**src/rtl/sad_min_pkg.sv**
```systemverilog
// Shared lane geometry, motion-vector widths and FSM encoding for the
// SAD minimum-select block.
package sad_min_pkg;

   // SAD lane widths per partition size
   localparam int W_8X8   = 14;
   localparam int W_8X16  = 15;
   localparam int W_16X8  = 15;
   localparam int W_16X16 = 16;
   localparam int W_16X32 = 17;
   localparam int W_32X16 = 17;
   localparam int W_32X32 = 18;

   // Lane counts per partition size
   localparam int N_8X8   = 16;
   localparam int N_8X16  = 8;
   localparam int N_16X8  = 8;
   localparam int N_16X16 = 4;
   localparam int N_16X32 = 2;
   localparam int N_32X16 = 2;
   localparam int N_32X32 = 1;

   // Motion-vector component widths
   localparam int COL_W = 5;
   localparam int ROW_W = 7;

   // Position of each partition group inside the 41-lane MV buses
   localparam int OFS_8X8   = 0;
   localparam int OFS_8X16  = OFS_8X8  + N_8X8;
   localparam int OFS_16X8  = OFS_8X16 + N_8X16;
   localparam int OFS_16X16 = OFS_16X8 + N_16X8;
   localparam int OFS_16X32 = OFS_16X16 + N_16X16;
   localparam int OFS_32X16 = OFS_16X32 + N_16X32;
   localparam int OFS_32X32 = OFS_32X16 + N_32X16;
   localparam int N_LANES   = OFS_32X32 + N_32X32;

   // Search controller states
   typedef enum logic [1:0] {
      ST_IDLE   = 2'd0,
      ST_SEARCH = 2'd1,
      ST_DONE   = 2'd2
   } state_t;

endpackage

```
**src/rtl/sad_min_lane.sv**
```systemverilog
// One running-minimum lane: holds the smallest SAD seen so far and the
// search position (col,row) where it was found.
module sad_min_lane
   import sad_min_pkg::*;
#(
   parameter int W = 14
) (
   input  logic             clk,
   input  logic             rst_n,
   input  logic             init,
   input  logic             update,
   input  logic [W-1:0]     sad,
   input  logic [COL_W-1:0] col,
   input  logic [ROW_W-1:0] row,
   output logic [W-1:0]     min_sad,
   output logic [COL_W-1:0] min_col,
   output logic [ROW_W-1:0] min_row
);

   // Reset/init to the worst possible SAD; a strictly smaller sample wins,
   // so on ties the earlier position is kept.
   always_ff @(posedge clk) begin
      if (!rst_n || init) begin
         min_sad <= '1;
         min_col <= '0;
         min_row <= '0;
      end else if (update && (sad < min_sad)) begin
         min_sad <= sad;
         min_col <= col;
         min_row <= row;
      end
   end

endmodule

```
**src/rtl/sad_min_select.sv**
```systemverilog
// Tracks, for all 41 partition lanes independently, the minimum SAD and
// its search position over one search, and flags completion.
module sad_min_select
   import sad_min_pkg::*;
(
   input  logic                         clk,
   input  logic                         rst_n,
   input  logic                         search_start,
   input  logic                         sad_valid,
   input  logic                         sad_last,
   input  logic [COL_W-1:0]             search_column_count,
   input  logic [ROW_W-1:0]             search_row_count,
   input  logic [N_8X8*W_8X8-1:0]       SAD8x8,
   input  logic [N_8X16*W_8X16-1:0]     SAD8x16,
   input  logic [N_16X8*W_16X8-1:0]     SAD16x8,
   input  logic [N_16X16*W_16X16-1:0]   SAD16x16,
   input  logic [N_16X32*W_16X32-1:0]   SAD16x32,
   input  logic [N_32X16*W_32X16-1:0]   SAD32x16,
   input  logic [N_32X32*W_32X32-1:0]   SAD32x32,
   output logic [N_8X8*W_8X8-1:0]       best_sad8x8,
   output logic [N_8X16*W_8X16-1:0]     best_sad8x16,
   output logic [N_16X8*W_16X8-1:0]     best_sad16x8,
   output logic [N_16X16*W_16X16-1:0]   best_sad16x16,
   output logic [N_16X32*W_16X32-1:0]   best_sad16x32,
   output logic [N_32X16*W_32X16-1:0]   best_sad32x16,
   output logic [N_32X32*W_32X32-1:0]   best_sad32x32,
   output logic [N_LANES*COL_W-1:0]     best_col,
   output logic [N_LANES*ROW_W-1:0]     best_row,
   output logic                         result_valid,
   output logic                         busy
);

   state_t state;
   logic   sample_en;

   // A start pulse wins over a coincident sample: the sample is dropped.
   assign sample_en = (state == ST_SEARCH) && sad_valid && !search_start;

   // Search controller with registered busy / result_valid
   always_ff @(posedge clk) begin
      if (!rst_n) begin
         state        <= ST_IDLE;
         busy         <= 1'b0;
         result_valid <= 1'b0;
      end else if (search_start) begin
         state        <= ST_SEARCH;
         busy         <= 1'b1;
         result_valid <= 1'b0;
      end else begin
         case (state)
            ST_SEARCH: begin
               if (sad_valid && sad_last) begin
                  state        <= ST_DONE;
                  busy         <= 1'b0;
                  result_valid <= 1'b1;
               end
            end
            ST_DONE: begin
               state        <= ST_IDLE;
               busy         <= 1'b0;
               result_valid <= 1'b0;
            end
            ST_IDLE: begin
               busy         <= 1'b0;
               result_valid <= 1'b0;
            end
            default: begin
               state        <= ST_IDLE;
               busy         <= 1'b0;
               result_valid <= 1'b0;
            end
         endcase
      end
   end

   for (genvar gi = 0; gi < N_8X8; gi++) begin : g_8x8
      sad_min_lane #(.W(W_8X8)) u_lane (
         .clk(clk), .rst_n(rst_n), .init(search_start), .update(sample_en),
         .sad(SAD8x8[gi*W_8X8 +: W_8X8]),
         .col(search_column_count), .row(search_row_count),
         .min_sad(best_sad8x8[gi*W_8X8 +: W_8X8]),
         .min_col(best_col[(OFS_8X8+gi)*COL_W +: COL_W]),
         .min_row(best_row[(OFS_8X8+gi)*ROW_W +: ROW_W])
      );
   end

   for (genvar gi = 0; gi < N_8X16; gi++) begin : g_8x16
      sad_min_lane #(.W(W_8X16)) u_lane (
         .clk(clk), .rst_n(rst_n), .init(search_start), .update(sample_en),
         .sad(SAD8x16[gi*W_8X16 +: W_8X16]),
         .col(search_column_count), .row(search_row_count),
         .min_sad(best_sad8x16[gi*W_8X16 +: W_8X16]),
         .min_col(best_col[(OFS_8X16+gi)*COL_W +: COL_W]),
         .min_row(best_row[(OFS_8X16+gi)*ROW_W +: ROW_W])
      );
   end

   for (genvar gi = 0; gi < N_16X8; gi++) begin : g_16x8
      sad_min_lane #(.W(W_16X8)) u_lane (
         .clk(clk), .rst_n(rst_n), .init(search_start), .update(sample_en),
         .sad(SAD16x8[gi*W_16X8 +: W_16X8]),
         .col(search_column_count), .row(search_row_count),
         .min_sad(best_sad16x8[gi*W_16X8 +: W_16X8]),
         .min_col(best_col[(OFS_16X8+gi)*COL_W +: COL_W]),
         .min_row(best_row[(OFS_16X8+gi)*ROW_W +: ROW_W])
      );
   end

   for (genvar gi = 0; gi < N_16X16; gi++) begin : g_16x16
      sad_min_lane #(.W(W_16X16)) u_lane (
         .clk(clk), .rst_n(rst_n), .init(search_start), .update(sample_en),
         .sad(SAD16x16[gi*W_16X16 +: W_16X16]),
         .col(search_column_count), .row(search_row_count),
         .min_sad(best_sad16x16[gi*W_16X16 +: W_16X16]),
         .min_col(best_col[(OFS_16X16+gi)*COL_W +: COL_W]),
         .min_row(best_row[(OFS_16X16+gi)*ROW_W +: ROW_W])
      );
   end

   for (genvar gi = 0; gi < N_16X32; gi++) begin : g_16x32
      sad_min_lane #(.W(W_16X32)) u_lane (
         .clk(clk), .rst_n(rst_n), .init(search_start), .update(sample_en),
         .sad(SAD16x32[gi*W_16X32 +: W_16X32]),
         .col(search_column_count), .row(search_row_count),
         .min_sad(best_sad16x32[gi*W_16X32 +: W_16X32]),
         .min_col(best_col[(OFS_16X32+gi)*COL_W +: COL_W]),
         .min_row(best_row[(OFS_16X32+gi)*ROW_W +: ROW_W])
      );
   end

   for (genvar gi = 0; gi < N_32X16; gi++) begin : g_32x16
      sad_min_lane #(.W(W_32X16)) u_lane (
         .clk(clk), .rst_n(rst_n), .init(search_start), .update(sample_en),
         .sad(SAD32x16[gi*W_32X16 +: W_32X16]),
         .col(search_column_count), .row(search_row_count),
         .min_sad(best_sad32x16[gi*W_32X16 +: W_32X16]),
         .min_col(best_col[(OFS_32X16+gi)*COL_W +: COL_W]),
         .min_row(best_row[(OFS_32X16+gi)*ROW_W +: ROW_W])
      );
   end

   for (genvar gi = 0; gi < N_32X32; gi++) begin : g_32x32
      sad_min_lane #(.W(W_32X32)) u_lane (
         .clk(clk), .rst_n(rst_n), .init(search_start), .update(sample_en),
         .sad(SAD32x32[gi*W_32X32 +: W_32X32]),
         .col(search_column_count), .row(search_row_count),
         .min_sad(best_sad32x32[gi*W_32X32 +: W_32X32]),
         .min_col(best_col[(OFS_32X32+gi)*COL_W +: COL_W]),
         .min_row(best_row[(OFS_32X32+gi)*ROW_W +: ROW_W])
      );
   end

endmodule

```
**config.mk**
```make
export PLATFORM = sky130hd
export DESIGN_NAME = sad_min_select
export DESIGN_NICKNAME = d
export VERILOG_FILES = /design/src/rtl/sad_min_pkg.sv /design/src/rtl/sad_min_lane.sv /design/src/rtl/sad_min_select.sv
export SDC_FILE = /design/constraint.sdc
export NUM_CORES = 2
export LEC_CHECK = 0
export CORE_AREA = 10 10 660 662
export CTS_BUF_LIST = sky130_fd_sc_hd__clkbuf_4 sky130_fd_sc_hd__clkbuf_8
export DETAILED_ROUTE_END_ITERATION = 6
export DIE_AREA = 0 0 670 672
export PLACE_DENSITY = 0.4
export RECOVER_POWER = 25
export SLEW_MARGIN = 25
export SYNTH_ARGS = -nofsm -noshare
export SYNTH_HDL_FRONTEND = slang
export SYNTH_SLANG_ARGS = --single-unit
export TNS_END_PERCENT = 10
```
**constraint.sdc**
```tcl
create_clock -name clk -period 4.25 [get_ports clk]
set_input_delay 0.85 -clock clk [delete_from_list [all_inputs] [get_ports clk]]
set_output_delay 0.85 -clock clk [all_outputs]
set_load 0.03 [all_outputs]
```
; Word level (Yosys, flattened, before mapping)
; Index checks and enable logic that the tools add are counted.
[word_totals]
in_bits = 631
out_inout_bits = 1108
regBits = 1110
word_cells = 233
[classes]
n_lt_le_gt_ge = 41
n_reduce_logical = 52
n_mux = 6
n_bitwise = 3
eq_ne = 4
[op_table]
columns = cell, count
row1 = less-than comparator 15 bit, 16
row2 = less-than comparator 14 bit, 16
row3 = less-than comparator 17 bit, 4
row4 = less-than comparator 16 bit, 4
row5 = logical AND 1 bit, 44
row6 = less-than comparator 18 bit, 1
row7 = 2-to-1 mux 1 bit, 4
row8 = case mux 2 bit (2 select lines), 1
row9 = AND reduction 2 bit, 2
row10 = "!= test 3 x 2 -> 1 bit, second input constant", 1
row11 = inverter 1 bit, 3
row12 = OR reduction 3 bit, 1
row13 = "== test 2 x 1 -> 1 bit, second input constant", 1
row14 = logical NOT 1 bit, 2
row15 = logical NOT 2 bit, 1
row16 = 2-to-1 mux 2 bit, 1
row17 = "!= test 2 x 1 -> 1 bit, second input constant", 1
row18 = "!= test 2 bit, second input constant", 1
row19 = OR reduction 2 bit, 1
row20 = logical OR 1 bit, 1

; Logic depth before layout (Yosys ltp)
[logic_depth]
depth_word = 4
depth_mapped = 10
depth_no_buf = 8

; Cells and area by module
; From an unflattened synthesis, not the netlist that was laid out.
[hier_totals]
cells_unflattened = 6962
hier_area_um2 = 60030.1
[modules_own_cells]
columns = mod, cells_each, area_each_um2, seq_area_each_um2, n_inst
row1 = sad_min_lane at g_16x8[0].u_lane ..., 169, 1456.4, 540.5, 16
row2 = sad_min_lane at g_8x8[0].u_lane ..., 160, 1397.6, 520.5, 16
row3 = sad_min_lane at g_16x32[0].u_lane ..., 192, 1617.8, 580.6, 4
row4 = sad_min_lane at g_16x16[0].u_lane ..., 181, 1517.7, 560.5, 4
row5 = sad_min_lane at g_32x32[0].u_lane, 192, 1675.4, 600.6, 1
row6 = sad_min_select, 14, 148.9, 80.1, 1

; Worst setup path before layout
; Ideal clock, no wire load.
[synth_path]
kind = input -> register
startpoint = in SAD16x16[41]
endpoint = reg g_16x16[2].u_lane.min_col[0]
arrival_ns = 2.532
cell_stages = 9
required_ns = 4.178
slack_ns = 1.646
setup_ns = 0.072
path_cell_list = ha_1 > a21oi_1 > o21ai_0 > a41oi_1 > or3_1 > o21ai_1 > buf_2 > buf_4 > mux2i_1
[synth_via]
elab_chain_len = 2
[synth_lines]
columns = element, line
row1 = start: declaration, sad_min_select.sv:16  ; input logic [N_16X16*W_16X16-1:0] SAD16x16,
row2 = less-than comparator 16 bit, sad_min_lane.sv:27  ; end else if (update && (sad < min_sad)) begin
row3 = logical AND 1 bit, sad_min_lane.sv:27
row4 = end signal: assignment, sad_min_lane.sv:29  ; min_col <= col;
row5 = end: declaration, sad_min_lane.sv:16  ; output logic [COL_W-1:0] min_col,
; No other way between the ends.
; A chain may end at the register's enable or synchronous reset.

; Worst setup path in the final report
[layout_path]
startpoint = in search_start
endpoint = reg g_16x8[0].u_lane.min_sad[13]
[layout_via]
elab_chain_len = 3
[layout_lines]
columns = element, line
row1 = start: declaration, sad_min_select.sv:8  ; input logic search_start,
row2 = logical NOT 1 bit, sad_min_select.sv:37  ; assign sample_en = (state == ST_SEARCH) && sad_valid && !search_start;
row3 = logical AND 1 bit, sad_min_select.sv:37
row4 = logical AND 1 bit, sad_min_lane.sv:27
row5 = end signal: assignment, sad_min_lane.sv:24  ; min_sad <= '1;
row6 = end signal: assignment, sad_min_lane.sv:28  ; min_sad <= sad;
row7 = end: declaration, sad_min_lane.sv:15  ; output logic [W-1:0] min_sad,
; Parallel ways exist; a longest one is shown, timed or not.

==> impl_metrics.toml <==
[run_status]
outcome = "finished with violations"
violations = "capacitance limit, slew limit"

[finish]
drive_above_1_share_pct = 7.23
area.growth.synth_to_final_pct = 52.3
multiInputGateArea_sq_um = 28800
fillers = 47200
seqCellArea_sq_um = 22200
nNetsFinal = 9244

[route]
post_drt_via_cell_ratio = 3.71
wl_microns = 365000
vias = 51600
remaining_drc_errors = 0
postRouteAntennaNets = 0
dr.pass1.iters = 7
drt_iter0_drc = 2846
wl_per_cell_microns = 26.2

[logic_synthesis]
ys_ff_latch = 1110
syn_area_per_cell_sq_um = 8.90
syn_nets = 7492
synth_flop_cell = "dfxtp_1"
synth_top_cell_by_area = "dfxtp_1"
synth_most_common_cell = "dfxtp_1"
yosys_warnings = 0
synth_xor_area_share_pct = 0
synthSimpleGateAreaFrac_pct = 11.7
synth_cell_types = 46
synth_compound_area_share_pct = 11.3
synth_top_family_by_area = "multiplexers"
synthTopCellsByCount = "1110 x dfxtp_1, 855 x mux2i_1, 805 x inv_1"
synth_fa_ha_area_share_pct = 12.8
synthMuxAreaShare_pct = 15.3
synth_edf_count = 0
ys_seq_area_share_pct = 39.7
synth_top_area_share_pct = 39.7
synthesis.area_sq_um = 55900
async_reset_ff_share_pct = 0
syn_inst = 6288
synthTopCellsByArea = "dfxtp_1 40%, mux2i_1 15%, ha_1 13%, inv_1 5.4%, nor2_1 5.2%"

[die]
die_w_microns = 670
initial_core_util_pct = 13.2
core_sq_um = 422000
die_h_microns = 672
io_pins = 1739
fp-row-count = 239
die_area_sq_um = 450000

[cts]
cts_resized = 0
clock_sinks = 1110
clock-root-buffer = "clkbuf_8"
clkTransAtPathRegs_ns = 0.06
h-tree-depth = 4
numCtsBuffers = 231
insertion_delay_ns = 1.08
cts_hold_buffers = 0
cts_setup_buffers = 0
tritoncts = "done"
clockBufferDepth = 4

[power]
pwr_density_cell_nw_per_um2 = 320
p_total_uw = 27300
leakage_uw = 0.0423
vdd_drop_max_mv = 0.219

[place]
dp_hpwl_microns = 304000
port_buffers = 1738
gp_congestion = 0.884

[critical_path]
cp.required_ns = 5.17
crit_top_cell = "o211ai_1"
critPathLaunchType = "input pin"
crit_path_cell_trace = "dlygate4sd3_1 -> nand4bb_1 -> buf_12 -> nor2_1 -> o211ai_1 -> or2_0 -> dlymetal6s2s_1 -> o211ai_1"
critPathKind = "in -> reg"
cp_top_family = "buffers and inverters"
slowest_delay_ns = 0.86
path_max_fanout = 21
cp-end-kind = "flop"
cp_slowest_cell = "nand4bb_1"
arrival_ns = 4.82
cp.buffers_inverters = 3

[grt]
grt_use_met3_pct = 6.08
overflow = 0
grt_pass1_vias = 51100
grt_max_degree = 126
met1_usage_pct = 16.9
grt_pass1_wl_microns = 482000
use_met2_pct = 27.9
antenna_found_initial = 169
busiest_layer = "met2"
grt.total_usage_pct = 15.4

[sta]
fmax_ghz = 0.257
slew_violations = 44
worstMarginPinSlew_ns = 1.58
finalHoldViolCount = 0
final-setup-viol-count = 0
whs_ns = 0.402
slew_headroom_pct = -5.41
rsz0062_at_grt = "no"
period_needed_ns = 3.89
period_share_pct = 91.6
tns_ns = 0
fin_worst_skew_ns = 0.0946

[run]
cap_violations = 3

[worst_hold_path]
hp-class = "in -> reg"
-- cells by family after synthesis --
group | Yosys count
multiplexers | 855
buffers and inverters | 1180
flip-flops | 1110
adder cells (fa/ha/maj) | 573
AND/OR/NAND/NOR | 1589
AO/OA/AOI/OAI | 981
-- through the flow --
stage	util, %	cells	setup WS (ns)	area, sq um
global placement	19.1	13500	0.200	80500
finish	20.2	13900	0.356	85200
floorplan	-	6288	1.65	55900
detailed placement	19.1	13500	0.435	80500
global route	20.2	13900	0.358	85200
CTS	20.3	13900	0.647	85700
-- flip-flops by register name, summed over array words and instances (netlist names), 2 cells and up --
| name | count |
|---|---|
| g_32x16.u_lane.min_col | 10 |
| g_32x32.u_lane.min_sad | 18 |
| g_16x8.u_lane.min_col | 40 |
| g_16x16.u_lane.min_row | 28 |
| g_32x32.u_lane.min_col | 5 |
| g_16x8.u_lane.min_row | 56 |
| g_16x16.u_lane.min_sad | 64 |
| state | 2 |
| g_8x16.u_lane.min_col | 40 |
| g_16x32.u_lane.min_sad | 34 |
| g_8x8.u_lane.min_row | 112 |
| g_8x16.u_lane.min_sad | 120 |
| g_32x16.u_lane.min_row | 14 |
| g_8x8.u_lane.min_sad | 224 |
| g_32x16.u_lane.min_sad | 34 |
| g_16x16.u_lane.min_col | 20 |
| g_16x32.u_lane.min_col | 10 |
| g_32x32.u_lane.min_row | 7 |
| g_16x8.u_lane.min_sad | 120 |
| g_8x8.u_lane.min_col | 80 |
| g_8x16.u_lane.min_row | 56 |
| g_16x32.u_lane.min_row | 14 |
-- layout by cell type (no fill, tap or decap), types with 16 or more instances in the layout --
cell type,instances
nand2_1,548
clkdlybuf4s50_1,1734
a21oi_1,213
buf_4,88
dfxtp_1,1110
nor2_1,780
a41oi_1,22
inv_1,805
a211oi_1,19
clkbuf_8,298
buf_12,32
clkinv_2,17
a21o_1,111
o211ai_1,257
ha_1,573
nor2b_1,21
mux2i_1,855
diode_2,36
a31oi_1,16
nor3_1,26
nand2b_1,37
nand3_1,59
clkbuf_4,79
clkbuf_1,23
o2111ai_1,16
nand4_1,73
o21ai_0,271
-- tightest hold or removal path, cell delays in order --
cell and delay (ns):
clkdlybuf4s50_1 0.43, inv_1 0.06, o211ai_1 0.08
-- routing by layer --
| layer | wire (microns) | vias to the layer above |
|---|---|---|
| met5 | 463 | - |
| met4 | 8880 | 72 |
| met3 | 31600 | 564 |
| met2 | 183000 | 1674 |
| met1 | 142000 | 24600 |
| li1 | - | 24700 |
-- power breakdown --
part           internal, uW  leakage, uW  total (uW)  switching [uW]
logic                  1420       0.0306        3490            2070
clock network          7400      0.00273       13100            5670
registers             10600      0.00899       10700             134
-- worst paths after layout --
path | start | endpoint | slack (ns) | depth (start not counted)
worst min-delay path | SAD16x8[2] | g_16x8[0].u_lane.min_sad[2]$_SDFFE_PP1P_ | 0.40 | 3
worst min register to register | g_8x8[3].u_lane.min_row[0]$_SDFFE_PP0P_ | g_8x8[3].u_lane.min_row[0]$_SDFFE_PP0P_ | 0.45 | 2
worst max register to register | state[1]$_SDFFE_PP0P_ | g_16x8[0].u_lane.min_sad[13]$_SDFFE_PP1P_ | 0.54 | 7
worst max-delay path | search_start | g_16x8[0].u_lane.min_sad[13]$_SDFFE_PP1P_ | 0.36 | 8
-- cell type report --
| cell class | instances | area share, % |
|---|---|---|
| multi-input cells | 3998 | 33.8 |
| flip-flops and latches | 1110 | 26.1 |
| repair buffers | 1894 | 22.1 |
| well taps | 5663 | 8.31 |
| clock buffers | 377 | 5.51 |
| inverters | 805 | 3.55 |
| clock inverters | 40 | 0.549 |
| diodes | 36 | 0.106 |
Note: power is estimated with default switching activity, not from simulation.
==> patch, RTL diff (same flow settings) <==
The package constant `ROW_W` goes from 7 to 8.
--- a/src/rtl/sad_min_pkg.sv
+++ b/src/rtl/sad_min_pkg.sv
@@ -24,3 +24,3 @@
    localparam int COL_W = 5;
-   localparam int ROW_W = 7;
+   localparam int ROW_W = 8;
 
Interface: changed (resized best_row and search_row_count); port bits go from 1739 to 1781. The function was not compared with the original's and may differ.
==> patch against the original RTL <==
The run still ends with max-capacitance violations, max-slew violations left; via count is 4.3% higher; area after synthesis is 2.3% lower; clock power is 8% higher; routed wire length is 10% higher; sequential power is 4% higher; sequential cell count is 41 higher; worst setup slack better by 0.16 ns; clock skew is 0.014 ns lower; power is 4.2% higher; design area is 0.54% lower; highest routed layer unchanged.
==> patch: results (changes against the original RTL) <==
R2R_END='g_8x8[12].u_lane.min_row[0]'
FIRST_GLOBAL_VIAS=51100  # -0.027%
CPPEAKSTAGEDELAY_NS=1.46  # +0.60 ns
CRITICAL_PATH.MAX_FANOUT=27  # +29%
NON_CLOCK_INVERTER_INSTANCE_COUNT_OF_THE_FINAL_LAYOUT=606  # -25%
CTS-BUFFERS-INSERTED=241  # +4.3%
GRT_UTIL_ALL_LAYERS=0.170  # +0.0157
TOTAL_OF_MAX_CAP_VIOLATIONS=3  # unchanged
SLEW-LIMIT-HEADROOM=-0.299  # -0.245
SEQ_POWER_SHARE=0.389  # -0.004
FINAL.CLKBUF_COUNT=407  # +8.0%
ANTENNA_VIOLATIONS_BEFORE_REPAIR=175  # +3.6%
VDD_IR_DROP_MAX_uV=238  # +8.9%
COUNT_OF_TRITONROUTE_ITERATIONS_IN_THE_FIRST_ROUTING_PASS=6  # -1
SEQ_CELLS=1151  # +3.7%
RUN_STATUS='finished, violations left'
SYNTH.DISTINCT_CELLS=54  # +17%
FINAL_MAX_SLEW_VIOLATION_COUNT=61  # +39%
GP_CONGESTION=0.868  # -1.8%
FINALPOWER_uW=28400  # +4.2%
MULTI_INPUT_CELLS=4300  # +7.6%
VIAS_PER_CELL=3.81  # +2.7%
P_LEAK_uW=0.0369  # -13%
VIOLATED_CHECKS='max-capacitance violations, max-slew violations'
RRSETUPSLACK_NS=0.65  # +0.11 ns
SYNTH_NETS=7724  # +3.1%
AREA_TAKEN_BY_FLIP_FLOPS_AND_LATCHES_SQ_MM=0.0230  # +3.7%
FIRST_PASS_GRT_WIRE_LENGTH_MM=518  # +7.7%
## patch: cell count changes in the layout (fill, tap and decap cells not counted), moves of 34 or more
cell / delta
sky130_fd_sc_hd__a21oi_1: +181
sky130_fd_sc_hd__dfxtp_1: +41
sky130_fd_sc_hd__inv_1: -199
sky130_fd_sc_hd__mux2i_1: -618
sky130_fd_sc_hd__nand2_1: +242
sky130_fd_sc_hd__nand3_1: +410
sky130_fd_sc_hd__nand4_1: -41
sky130_fd_sc_hd__nor2_1: -408
sky130_fd_sc_hd__nor3_1: +36
sky130_fd_sc_hd__o211ai_1: -43
sky130_fd_sc_hd__o21a_1: +34
sky130_fd_sc_hd__o21ai_0: +379
sky130_fd_sc_hd__o21ai_1: +71
## patch: timing repair
action,in CTS,in global routing
hold endpoints to repair,1,0
hold buffers,1,0
resized for setup,0,0
## patch: per-stage QoR
stage	util	hold slack (ns)	setup WS, ns	cell area [sq um]	cells
floorplan	-	0.480	1.68	54600	6519
global placement	0.188	0.437	0.544	79400	13700
detailed placement	0.188	0.439	0.540	79400	13700
CTS	0.201	0.138	0.596	85000	14100
global route	0.201	0.207	0.361	84700	14100
finish	0.201	0.313	0.519	84800	14100
## patch: kinds of logic (layout without fill, tap and decap cells)
group | after synthesis | count (layout) | share of synthesized area
other | 0 | 38 | 0
and+or+nand+nor | 1827 | 1827 | 0.145
muxes | 237 | 237 | 0.0434
buffers and inverters | 1068 | 2984 | 0.0792
DFF | 1151 | 1151 | 0.422
AOI/OAI and AO/OA | 1663 | 1663 | 0.180
adders and majority gates | 573 | 573 | 0.131
## patch: per-layer routing
metal / vias to the layer above / wire (um) / GRT usage
met2: 2002 / 195000 / 0.297
met4: 64 / 9670 / 0.0358
met1: 25300 / 152000 / 0.184
met5: - / 413 / 0
met3: 533 / 45700 / 0.0849
li1: 25900 / - / -
